**src/rtl/mmio_timer.sv**
```systemverilog
// Memory-mapped prescaled timer: COUNT/COMPARE match with autoreload or one-shot, level irq.
// Optional external capture input (synchronised cap_in edge latches COUNT) when MMIO_TIMER_CAPTURE_EN is defined.
module mmio_timer #(
  parameter int DATA_WIDTH = 32,
  parameter int PRESCALE   = 4
) (
  input  logic                  clk,
  input  logic                  rst,
  input  logic                  en,
  input  logic [2:0]            addr,
  input  logic [DATA_WIDTH-1:0] DataIn,
  output logic [DATA_WIDTH-1:0] DataOut,
  input  logic                  cap_in,
  output logic                  irq
);
  localparam int PW = (PRESCALE > 1) ? $clog2(PRESCALE) : 1;
  localparam logic [PW-1:0] PRESC_LAST = PW'(PRESCALE - 1);

  logic                  ctrl_run, ctrl_ar, ctrl_ie;
  logic [DATA_WIDTH-1:0] count, compare, capture;
  logic                  st_match, st_cap;
  logic [PW-1:0]         presc;
  logic                  wr_ctrl, wr_count, wr_cmp, wr_status;
  logic                  tick, hit, cap_edge;

  assign wr_ctrl   = en && (addr == 3'd0);
  assign wr_count  = en && (addr == 3'd1);
  assign wr_cmp    = en && (addr == 3'd2);
  assign wr_status = en && (addr == 3'd3);

  assign tick = ctrl_run && (presc == PRESC_LAST);
  // A software COUNT write in a tick cycle suppresses the match evaluation entirely.
  assign hit  = tick && (count == compare) && !wr_count;

`ifdef MMIO_TIMER_CAPTURE_EN
  logic [2:0] cap_sync;

  always_ff @(posedge clk or negedge rst) begin
    if (!rst) begin
      cap_sync <= '0;
      capture  <= '0;
    end else begin
      cap_sync <= {cap_sync[1:0], cap_in};
      if (cap_edge) capture <= count;
    end
  end

  assign cap_edge = cap_sync[1] && !cap_sync[2];
`else
  logic unused_cap_in;
  assign unused_cap_in = cap_in;
  assign cap_edge      = 1'b0;
  assign capture       = '0;
`endif

  always_ff @(posedge clk or negedge rst) begin
    if (!rst) begin
      ctrl_run <= 1'b0;
      ctrl_ar  <= 1'b0;
      ctrl_ie  <= 1'b0;
      count    <= '0;
      compare  <= '0;
      st_match <= 1'b0;
      st_cap   <= 1'b0;
      presc    <= '0;
    end else begin
      if (!ctrl_run || tick) presc <= '0;
      else                   presc <= presc + 1'b1;

      if (wr_ctrl)              {ctrl_ie, ctrl_ar, ctrl_run} <= DataIn[2:0];
      else if (hit && !ctrl_ar) ctrl_run <= 1'b0;

      if (wr_count)                       count <= DataIn;
      else if (tick && (count != compare)) count <= count + 1'b1;
      else if (hit && ctrl_ar)            count <= '0;

      if (wr_cmp) compare <= DataIn;

      // New events win over a simultaneous write-1-to-clear.
      st_match <= hit      || (st_match && !(wr_status && DataIn[0]));
      st_cap   <= cap_edge || (st_cap   && !(wr_status && DataIn[1]));
    end
  end

  assign irq = (st_match || st_cap) && ctrl_ie;

  always_comb begin
    DataOut = '0;
    case (addr)
      3'd0:    DataOut[2:0] = {ctrl_ie, ctrl_ar, ctrl_run};
      3'd1:    DataOut      = count;
      3'd2:    DataOut      = compare;
      3'd3:    DataOut[1:0] = {st_cap, st_match};
      3'd4:    DataOut      = capture;
      default: DataOut      = '0;
    endcase
  end
endmodule

```
**config.mk**
```make
export PLATFORM = sky130hd
export DESIGN_NAME = mmio_timer
export DESIGN_NICKNAME = d
export VERILOG_FILES = /design/src/rtl/mmio_timer.sv
export SDC_FILE = /design/constraint.sdc
export NUM_CORES = 1
export LEC_CHECK = 0
export ABC_AREA = 1
export CAP_MARGIN = 5
export CORE_ASPECT_RATIO = 0.7
export CORE_MARGIN = 8
export CORE_UTILIZATION = 30
export CTS_CLUSTER_SIZE = 14
export DETAILED_ROUTE_END_ITERATION = 12
export PLACE_DENSITY = 0.45
export SYNTH_ARGS = -nofsm -noshare
export SYNTH_HDL_FRONTEND = slang
export SYNTH_SLANG_ARGS = --single-unit
```
**constraint.sdc**
```tcl
create_clock -name clk -period 2.2 [get_ports clk]
set_input_delay 0.22 -clock clk [delete_from_list [all_inputs] [get_ports clk]]
set_output_delay 0.22 -clock clk [all_outputs]
set_load 0.01 [all_outputs]
```
==> qor.csv, run 1 <==
metric;value;unit
Gate Count Post-Synth;746;
Mapped Area;5110;um^2
Max Clock Freq;466;MHz
most frequent cell after synthesis;nand2_1;
worst slew pin tran;0.542;ns
initial core utilization;0.302;
period utilisation layout;0.975;
Synth async-reset ratio;1.00;
routed wire length;17200;um
dpl cells;1042;
post-synth net total;787;
Synth Warn #;0;
gr usage total;0.166;
Pint;0.00376;W
H-tree lvl count;3;
FF-to-FF Start;compare[31]$_DFFE_PN0P_;
synthesized flop and latch total;71;
Synth top area share;0.348;
Non-Filler Instances;1057;
final setup margin;0.0560;ns
Max Cap Viol;0;
clock network fraction of total power;0.227;
Worst Setup End Kind;primary output;
area leader, netlist;dfrtp_1;
Post-synth top cells;nand2_1 (249), nand3_1 (79), nor2_1 (76);
max incr delay on CP;0.54;ns
Die ar.;21500;um^2
# IOs;72;
vias in the first global route;4942;
Netlist cell types;34;
fin util;0.387;
Combinational Power Share;0.407;
DRC;0;
Max IR drop VDD;0.000357;V
Sink Count;71;
RSZ-0062 raised after global routing;false;
Port Buffer Count;70;
register-to-register setup slack;0.23;ns
clk_skew;0.00485;ns
Clock transition at path regs;0.06;ns
Setup crit start;addr[0];
Final Hold Viols;0;
Clock Latency Late Sink;0.34;ns
CORE AREA;16900;um^2
TritonCTS clock tree;built;
CTS root buf;clkbuf_16;
cells along the critical path;clkdlybuf4s50_1, inv_1, nor2_2, buf_4, buf_4, a32o_1, clkdlybuf4s50_1;
Worst Path Arrival;1.92;ns
Syn-to-layout area delta;28.0;%
Tmin final;2.14;ns
LEAKAGE;3.34;nW
Max-slew headroom;0.639;
Seq/Total Area, Yosys;0.348;
chip width;172;um
Vias;4849;
wire per inst;16.3;um
switching pwr;0.00248;W
worst-path maximum fanout;5;
status;complete, no violations;
post-place setup slack;-0.189;ns
slowest stage cell, crit path;clkdlybuf4s50_1;
antenna viol nets, final;0;
First-pass DRT Iterations;5;
TritonCTS Buffers;9;
Row Count;40;
predominant post-synthesis flop cell;dfrtp_1;
Post-synth EDFFs;0;
HPWL Detailed;13300;um
Power per Cell Area;955;nW/um^2
Setup crit start kind;input port;
Fin Hold WS;0.411;ns
sw frac;0.398;
Final nets;864;
vias per cell;4.59;
Setup violations, final;0;
initial antenna violation count;0;
die height;125;um
max-slew violations;0;
initial DRC count;362;
largest net degree at the start of global routing;38;
share of layout cells above drive strength 1;0.116;
WP data required;1.98;ns
critical path class;input port to primary output;
Synth area leaders;dfrtp_1 (35%), nand2_1 (18%), nand3_1 (7.7%), nor2_1 (5.6%), inv_1 (4.9%);
HP Class;input port to async pin;
first-pass GRT wire length;27900;um
Pwr Total;0.00625;W
power share of the sequential group;0.366;
mean post-synth cell area;6.85;um^2
total grt overflow;0;
Max clock buf depth;2;
Final GP Congestion;0.880;
ANT cells;0;
-- registers in the layout, summed over array words and instances (netlist names) --
register	cells
presc	2
st_match	1
count	32
ctrl_ar	1
st_cap	1
ctrl_run	1
compare	32
ctrl_ie	1
-- timing repair --
item | in CTS | in global routing
buffers inserted | 0 | 0
setup endpoints to repair | 18 | 20
hold buffers | 1 | 0
hold endpoints to repair | 36 | 0
gates cloned | 0 | 0
gates resized for setup | 13 | 19
-- metal layers --
layer | GRT usage | share of wire | wire length [um] | up-vias
met5 | 0 | 0 | 0 | -
met4 | 0.0404 | 0.012 | 215 | 0
met3 | 0.0412 | 0.056 | 958 | 13
met2 | 0.234 | 0.40 | 6880 | 110
met1 | 0.246 | 0.53 | 9160 | 2250
li1 | - | - | - | 2476
-- power groups by stage --
stage	Sequential (W)	Clock, W	Combinational [W]
6_report	0.00229	0.00142	0.00254
5_1_grt	0.00236	0.00151	0.00288
4_1_cts	0.00228	0.00147	0.00258
3_5_place_dp	0.00230	0	0.00257
3_3_place_gp	0.00229	0	0.00257
2_1_floorplan	0.00205	0	0.00188
-- per-stage QoR --
step	instance area, um^2	TNS [ns]
final	6540	0
after global routing	6540	0
after CTS	6490	0
after detailed placement	6210	-1.68
after global placement	6210	-1.17
after floorplan	5110	0
-- layout by cell type (no fill, tap or decap), drive strengths merged --
cell             n
nand2          253
mux2            22
a22o             6
a32o             5
o211ai           1
a31o             1
dfrtp           71
clkdlybuf4s50   46
a21oi           11
nand3           80
o2111ai          1
buf             34
ha               2
o22ai            9
clkbuf          14
nand3b           2
nor3b            1
clkinv          21
o21ai           14
xnor2           26
nor2            84
a221o            1
xor2            16
inv             78
dlygate4sd2      8
dlymetal6s2s    15
dlygate4sd3      1
a31oi            2
o21a             1
-- worst max-delay path: cells and delay by family --
kind,cells,cell delay (ns)
AOI/OAI and AO/OA,1,0.19
and+or+nand+nor,1,0.13
buffers and inverters,5,1.38
-- kinds of logic (layout without fill, tap and decap cells) --
| group | after synthesis | after routing | share of synthesized area |
|---|---|---|---|
| compound gates | 52 | 52 | 0.0664 |
| xor+xnor | 42 | 42 | 0.0720 |
| fa+ha+maj | 2 | 2 | 0.00490 |
| buf+inv | 137 | 217 | 0.119 |
| flops | 71 | 71 | 0.348 |
| mux | 22 | 22 | 0.0485 |
| simple gates | 420 | 420 | 0.341 |
-- cell type report --
type                            instances  area, um^2
Timing Repair Buffer                  104        1080
Multi-Input combinational cell        538        2730
Tap cell                              231         289
Clock buffer                           14         284
Fill cell                            1848       10400
Sequential cell                        71        1780
Inverter                               99         377
-- final timing paths --
path | end | cells after the start
worst max register to register | count[18]$_DFFE_PN0P_ | 12
min in group clk | presc[0]$_DFF_PN0_ | 1
max in group asynchronous | compare[14]$_DFFE_PN0P_ | 3
worst min-delay path | compare[5]$_DFFE_PN0P_ | 2
worst min register to register | presc[0]$_DFF_PN0_ | 1
worst max-delay path | DataOut[17] | 7
(Power assumes the default switching activity.)
==> run 2: changes to the inputs <==
--- a/config.mk
+++ b/config.mk
@@ -7,7 +7,7 @@
 export LEC_CHECK = 0
 export ABC_AREA = 1
 export CAP_MARGIN = 5
-export CORE_ASPECT_RATIO = 0.7
+export CORE_ASPECT_RATIO = 1.5
 export CORE_MARGIN = 8
 export CORE_UTILIZATION = 30
 export CTS_CLUSTER_SIZE = 14
@@ -16,3 +16,4 @@
 export SYNTH_ARGS = -nofsm -noshare
 export SYNTH_HDL_FRONTEND = slang
 export SYNTH_SLANG_ARGS = --single-unit
+export TNS_END_PERCENT = 10
==> run 2 against run 1 <==
  * The run now ends with setup timing left
  * Combinational power is 2% higher
  * Clock skew is 0.0011 ns higher
  * Non-clock buffer count is 7 higher
  * Via count is 0.72% higher
  * Critical path depth is 1 higher
  * Global-route usage is 0.38 points higher
  * Highest routed layer unchanged
  * Sequential share of layout area is 0.098 points lower
  * First-iteration DRC count is 46% lower
  * Sequential power hardly changed
  * Core utilization is 0.66 points higher
==> qor.csv, run 2 (same netlist as run 1, synthesis figures left out) <==
metric;value;unit;change
status;finished with violations;;was complete, no violations
failing checks;setup timing;;
Final Hold Viols;0;;unchanged
chip width;123;um;was 172 um
HPWL Detailed;13700;um;was 13300 um
Final Cell Area;6560;um^2;was 6540 um^2
TritonCTS clock tree;built;;unchanged
gr usage total;0.170;;was 0.166
critical path class;input port to primary output;;unchanged
H-tree lvl count;3;;unchanged
sw frac;0.398;;about the same
die height;176;um;was 125 um
first-pass GRT wire length;28300;um;was 27900 um
Setup violations, final;9;;was 0
Fin Hold WS;0.409;ns;was 0.411 ns
Worst Setup End Kind;primary output;;unchanged
First-pass DRT Iterations;4;;was 5
Vias;4884;;was 4849
max-slew violations;0;;unchanged
ANT cells;0;;unchanged
Sink Count;71;;unchanged
vias in the first global route;5254;;was 4942
most common cell after layout, fill and taps aside;nand2_1;;unchanged
worst slew pin tran;0.553;ns;was 0.542 ns
DRC;0;;unchanged
Setup crit start kind;input port;;unchanged
final setup margin;-0.0381;ns;was 0.0560 ns
RSZ-0062 raised after global routing;true;;was false
Tmin final;2.24;ns;was 2.14 ns
Max IR drop VDD;0.000387;V;was 0.000357 V
LEAKAGE;3.23;nW;was 3.34 nW
CTS root buf;clkbuf_16;;unchanged
Clock Latency Late Sink;0.34;ns;about the same
Die ar.;21500;um^2;about the same
Final nets;871;;was 864
CORE AREA;16700;um^2;was 16900 um^2
period utilisation layout;1.02;;was 0.975
vias per cell;4.68;;was 4.59
placed inst area;6240;um^2;was 6210 um^2
Max clock buf depth;2;;unchanged
power share of the sequential group;0.363;;was 0.366
initial antenna violation count;0;;unchanged
clk_skew;0.00595;ns;was 0.00485 ns
Clock transition at path regs;0.05;ns;was 0.06 ns
biggest regs;compare: 32 flops, count: 32 flops, presc: 2 flops;;unchanged
setup TNS;-0.215;ns;was 0 ns
share of layout cells above drive strength 1;0.124;;was 0.116
routed wire length;17400;um;was 17200 um
worst-path maximum fanout;9;;was 5
total grt overflow;0;;unchanged
FF-to-FF Start;count[6]$_DFFE_PN0P_;;was compare[31]$_DFFE_PN0P_
HP Class;input port to async pin;;unchanged
Max Cap Viol;0;;unchanged
initial core utilization;0.306;;was 0.302
wire per inst;16.7;um;was 16.3 um
initial DRC count;195;;was 362
WP data required;1.98;ns;about the same
Combinational Power Share;0.412;;was 0.407
Pint;0.00379;W;was 0.00376 W
Row Count;58;;was 40
Setup crit start;addr[0];;unchanged
Port Buffer Count;70;;unchanged
Power per Cell Area;961;nW/um^2;was 955 nW/um^2
clock network fraction of total power;0.225;;was 0.227
Syn-to-layout area delta;28.5;%;was 28.0%
Max Clock Freq;447;MHz;was 466 MHz
largest net degree at the start of global routing;38;;unchanged
Final GP Congestion;0.893;;was 0.880
switching pwr;0.00251;W;was 0.00248 W
commonest non-fill, non-tap cells in the layout;nand2_1 (249), nand3_1 (79), nor2_1 (75);;unchanged
Max-slew headroom;0.632;;was 0.639
Worst Path Arrival;2.02;ns;was 1.92 ns
# IOs;72;;unchanged
TritonCTS Buffers;9;;unchanged
antenna viol nets, final;0;;unchanged
## run 2: layout make-up
cell class	count	area, um^2
Clock buffer	14	284
Fill cell	1777	10100
Inverter	99	373
Multi-Input combinational cell	538	2730
Sequential cell	71	1780
Tap cell	210	263
Timing Repair Buffer	111	1140
## run 2: power by group through the flow
stage	combinational (W)	clock (W)	sequential, W
2_1_floorplan	0.00188	0	0.00205
3_3_place_gp	0.00260	0	0.00230
3_5_place_dp	0.00263	0	0.00231
4_1_cts	0.00264	0.00146	0.00229
5_1_grt	0.00294	0.00153	0.00237
6_report	0.00260	0.00142	0.00229
## run 2: layer usage
| metal | track usage | vias up | routed length [um] |
|---|---|---|---|
| met3 | 0.0273 | 30 | 586 |
| met4 | 0.0750 | 0 | 545 |
| met5 | 0 | - | 0 |
| li1 | - | 2478 | - |
| met2 | 0.304 | 105 | 9230 |
| met1 | 0.191 | 2271 | 7020 |
## run 2: final timing paths
path,to,slack [ns],cells after the start
max in group asynchronous,compare[3]$_DFFE_PN0P_,1.20,3
min in group clk,presc[0]$_DFF_PN0_,0.44,1
worst min-delay path,compare[23]$_DFFE_PN0P_,0.41,2
worst min register to register,presc[0]$_DFF_PN0_,0.44,1
worst max-delay path,DataOut[22],-0.04,8
worst max register to register,count[27]$_DFFE_PN0P_,0.24,13
## run 2: worst max-delay path, cell delays in order
cell and delay, ns:
clkdlybuf4s50_1 0.45, nor2_2 0.20, nand2_4 0.11, inv_2 0.15, buf_4 0.19, nand2_1 0.05
o21ai_0 0.07, clkdlybuf4s50_1 0.56
## run 2: timing repair
item,4_1_cts,5_1_grt
endpoints found under the setup margin,26,25
setup buffers,0,0
hold endpoints to repair,36,0
hold buffers,1,0
resized for setup,10,7
cloned,0,0
pin swaps,0,0
## run 2: metrics by stage
stage | utilization | setup slack [ns] | power (W) | instances
after floorplan | - | 0.673 | 0.00393 | 746
after global placement | 0.374 | -0.120 | 0.00490 | 1028
after detailed placement | 0.374 | -0.131 | 0.00494 | 1028
after CTS | 0.392 | -0.0583 | 0.00640 | 1043
after global routing | 0.393 | -0.128 | 0.00684 | 1043
final | 0.393 | -0.0381 | 0.00631 | 1043
==> run 3: changes to the inputs <==
--- a/config.mk
+++ b/config.mk
@@ -12,7 +12,7 @@
 export CORE_UTILIZATION = 30
 export CTS_CLUSTER_SIZE = 14
 export DETAILED_ROUTE_END_ITERATION = 12
-export PLACE_DENSITY = 0.45
+export PLACE_DENSITY = 0.47
 export SYNTH_ARGS = -nofsm -noshare
 export SYNTH_HDL_FRONTEND = slang
 export SYNTH_SLANG_ARGS = --single-unit
==> run 3 against run 2 <==
  * The flow now finishes without violations
  * Clock skew grew 0.0040 ns
  * Register-to-register slack lost 0.07 ns
  * Flip-flop and latch count is the same
  * Wire length grew 0.75%
  * Maximum frequency grew 4.3%
  * Via count grew 0.55%
  * Design area grew 0.46%
  * Largest cell class unchanged
==> qor.csv, run 3 (same netlist as run 1, synthesis figures left out) <==
metric;value;unit;change
chip width;123;um;unchanged
Worst Setup End Kind;primary output;;unchanged
Die ar.;21500;um^2;unchanged
Max Clock Freq;466;MHz;was 447 MHz
Clock transition at path regs;0.06;ns;was 0.05 ns
sw frac;0.402;;was 0.398
largest net degree at the start of global routing;43;;was 38
Pwr Total;0.00639;W;was 0.00631 W
Max IR drop VDD;0.000387;V;about the same
buffers inserted by post-CTS timing repair;0;;unchanged
wire per inst;16.7;um;about the same
Power per Cell Area;969;nW/um^2;was 961 nW/um^2
commonest non-fill, non-tap cells in the layout;nand2_1 (248), nand3_1 (79), nor2_1 (75);;was nand2_1 (249), nand3_1 (79), nor2_1 (75)
initial core utilization;0.306;;unchanged
register-to-register setup slack;0.17;ns;was 0.24 ns
vias per cell;4.70;;was 4.68
biggest regs;compare: 32 flops, count: 32 flops, presc: 2 flops;;unchanged
Pint;0.00383;W;was 0.00379 W
WP data required;1.98;ns;about the same
max incr delay on CP;0.55;ns;was 0.56 ns
DRC;0;;unchanged
Final GP Congestion;0.882;;was 0.893
total grt overflow;0;;unchanged
TritonCTS clock tree;built;;unchanged
H-tree lvl count;3;;unchanged
initial antenna violation count;0;;unchanged
initial DRC count;325;;was 195
TritonCTS Buffers;9;;unchanged
most common cell after layout, fill and taps aside;nand2_1;;unchanged
share of layout cells above drive strength 1;0.127;;was 0.124
Critical R2R Capture;count[27]$_DFFE_PN0P_;;unchanged
switching pwr;0.00257;W;was 0.00251 W
Combinational Power Share;0.406;;was 0.412
Setup crit start kind;input port;;unchanged
routed wire length;17500;um;was 17400 um
placed inst area;6240;um^2;about the same
HPWL Detailed;13300;um;was 13700 um
max-slew violations;0;;unchanged
worst-path maximum fanout;11;;was 9
M1 GR Usage;0.190;;was 0.191
met3 usage;0.0238;;was 0.0273
cells along the critical path;clkdlybuf4s50_1, nor2_2, nand2_2, inv_2, buf_12, a32o_1, clkdlybuf4s50_1;;was clkdlybuf4s50_1, nor2_2, nand2_4, inv_2, buf_4, nand2_1, o21ai_0, clkdlybuf4s50_1
Row Count;58;;unchanged
met2 Use GR;0.302;;was 0.304
Max-slew headroom;0.698;;was 0.632
ANT cells;0;;unchanged
Final Cell Area;6590;um^2;was 6560 um^2
# IOs;72;;unchanged
clk_skew;0.00999;ns;was 0.00595 ns
Port Buffer Count;70;;unchanged
critical path class;input port to primary output;;unchanged
clock network fraction of total power;0.237;;was 0.225
power share of the sequential group;0.357;;was 0.363
status;complete, no violations;;was finished with violations
Final Hold Viols;0;;unchanged
vias in the first global route;5111;;was 5254
most frequent CP cell;clkdlybuf4s50_1;;unchanged
FF-to-FF Start;compare[31]$_DFFE_PN0P_;;was count[6]$_DFFE_PN0P_
Worst Path Arrival;1.93;ns;was 2.02 ns
Max Cap Viol;0;;unchanged
Tmin final;2.15;ns;was 2.24 ns
Syn-to-layout area delta;29.1;%;was 28.5%
CTS root buf;clkbuf_16;;unchanged
Max clock buf depth;2;;unchanged
Clock Latency Late Sink;0.35;ns;was 0.34 ns
first-pass GRT wire length;27800;um;was 28300 um
Vias;4911;;was 4884
Sink Count;71;;unchanged
worst r2r path cells;12;;was 13
Final nets;872;;was 871
LEAKAGE;3.36;nW;was 3.23 nW
Setup violations, final;0;;was 9
busiest layer in global routing;met2;;unchanged
slowest stage cell, crit path;clkdlybuf4s50_1;;unchanged
die height;176;um;unchanged
HP Class;input port to async pin;;unchanged
First-pass DRT Iterations;4;;unchanged
antenna viol nets, final;0;;unchanged
period utilisation layout;0.975;;was 1.02
gr usage total;0.169;;was 0.170
CORE AREA;16700;um^2;unchanged
worst slew pin tran;0.453;ns;was 0.553 ns
==> run 3: changes by cell type in the layout (fill, tap and decap cells not counted), sizes merged, moves of 3 or more <==
cell / delta
dlymetal6s2s: +8
clkbuf: -3
dlygate4sd2: +3
clkinvlp: +3
clkdlybuf4s50: -11
==> run 3: worst max-delay path: cells and delay by family <==
| family | cells | cell delay [ns] |
|---|---|---|
| buffers and inverters | 4 | 1.27 |
| and+or+nand+nor | 2 | 0.26 |
| AOI/OAI and AO/OA | 1 | 0.15 |
==> run 3: metal layers <==
layer	part of all wire	vias to the layer above	wire, um
met3	0.037	23	653
met4	0.030	0	523
met1	0.41	2309	7130
met2	0.53	91	9210
li1	-	2488	-
met5	0	-	0
==> run 3: power by group through the flow <==
stage | registers, W | clock network, W | logic [W]
finish | 0.00228 | 0.00151 | 0.00260
global route | 0.00236 | 0.00160 | 0.00294
CTS | 0.00228 | 0.00154 | 0.00263
floorplan | 0.00205 | 0 | 0.00188
global placement | 0.00228 | 0 | 0.00259
detailed placement | 0.00230 | 0 | 0.00262
==> run 3: area by class of cell <==
cell class,count,area [um^2]
Tap cell,210,263
Timing Repair Buffer,112,1140
Clock inverter,5,57.6
Clock buffer,11,243
Fill cell,1798,10100
Inverter,99,372
Multi-Input combinational cell,538,2740
Sequential cell,71,1780
==> run 3: worst max-delay path by stage <==
stage                               from                   end  depth (start not counted)
floorplan           count[2]$_DFFE_PN0P_  ctrl_run$_DFFE_PN0P_                         10
global placement                 addr[0]           DataOut[16]                          9
detailed placement               addr[0]           DataOut[16]                          9
CTS                              addr[0]            DataOut[0]                          8
global route                     addr[0]           DataOut[24]                          7
finish                           addr[0]            DataOut[5]                          7
==> run 3: repair_timing <==
action	4_1_cts	5_1_grt
hold endpoints to repair	27	0
gates resized for setup	8	17
pin swaps	0	0
hold buffers	1	0
endpoints found under the setup margin	11	24
==> run 3: through the flow <==
| step | hold slack [ns] | instances | utilization | setup WS [ns] | setup TNS [ns] |
|---|---|---|---|---|---|
| floorplan | -0.0756 | 746 | - | 0.673 | 0 |
| global placement | 0.183 | 1029 | 0.374 | -0.0672 | -0.317 |
| detailed placement | 0.190 | 1029 | 0.374 | -0.0767 | -0.411 |
| CTS | 0.376 | 1046 | 0.392 | -0.0174 | -0.0195 |
| global route | 0.396 | 1046 | 0.395 | -0.00343 | -0.00343 |
| finish | 0.369 | 1046 | 0.395 | 0.0550 | 0 |
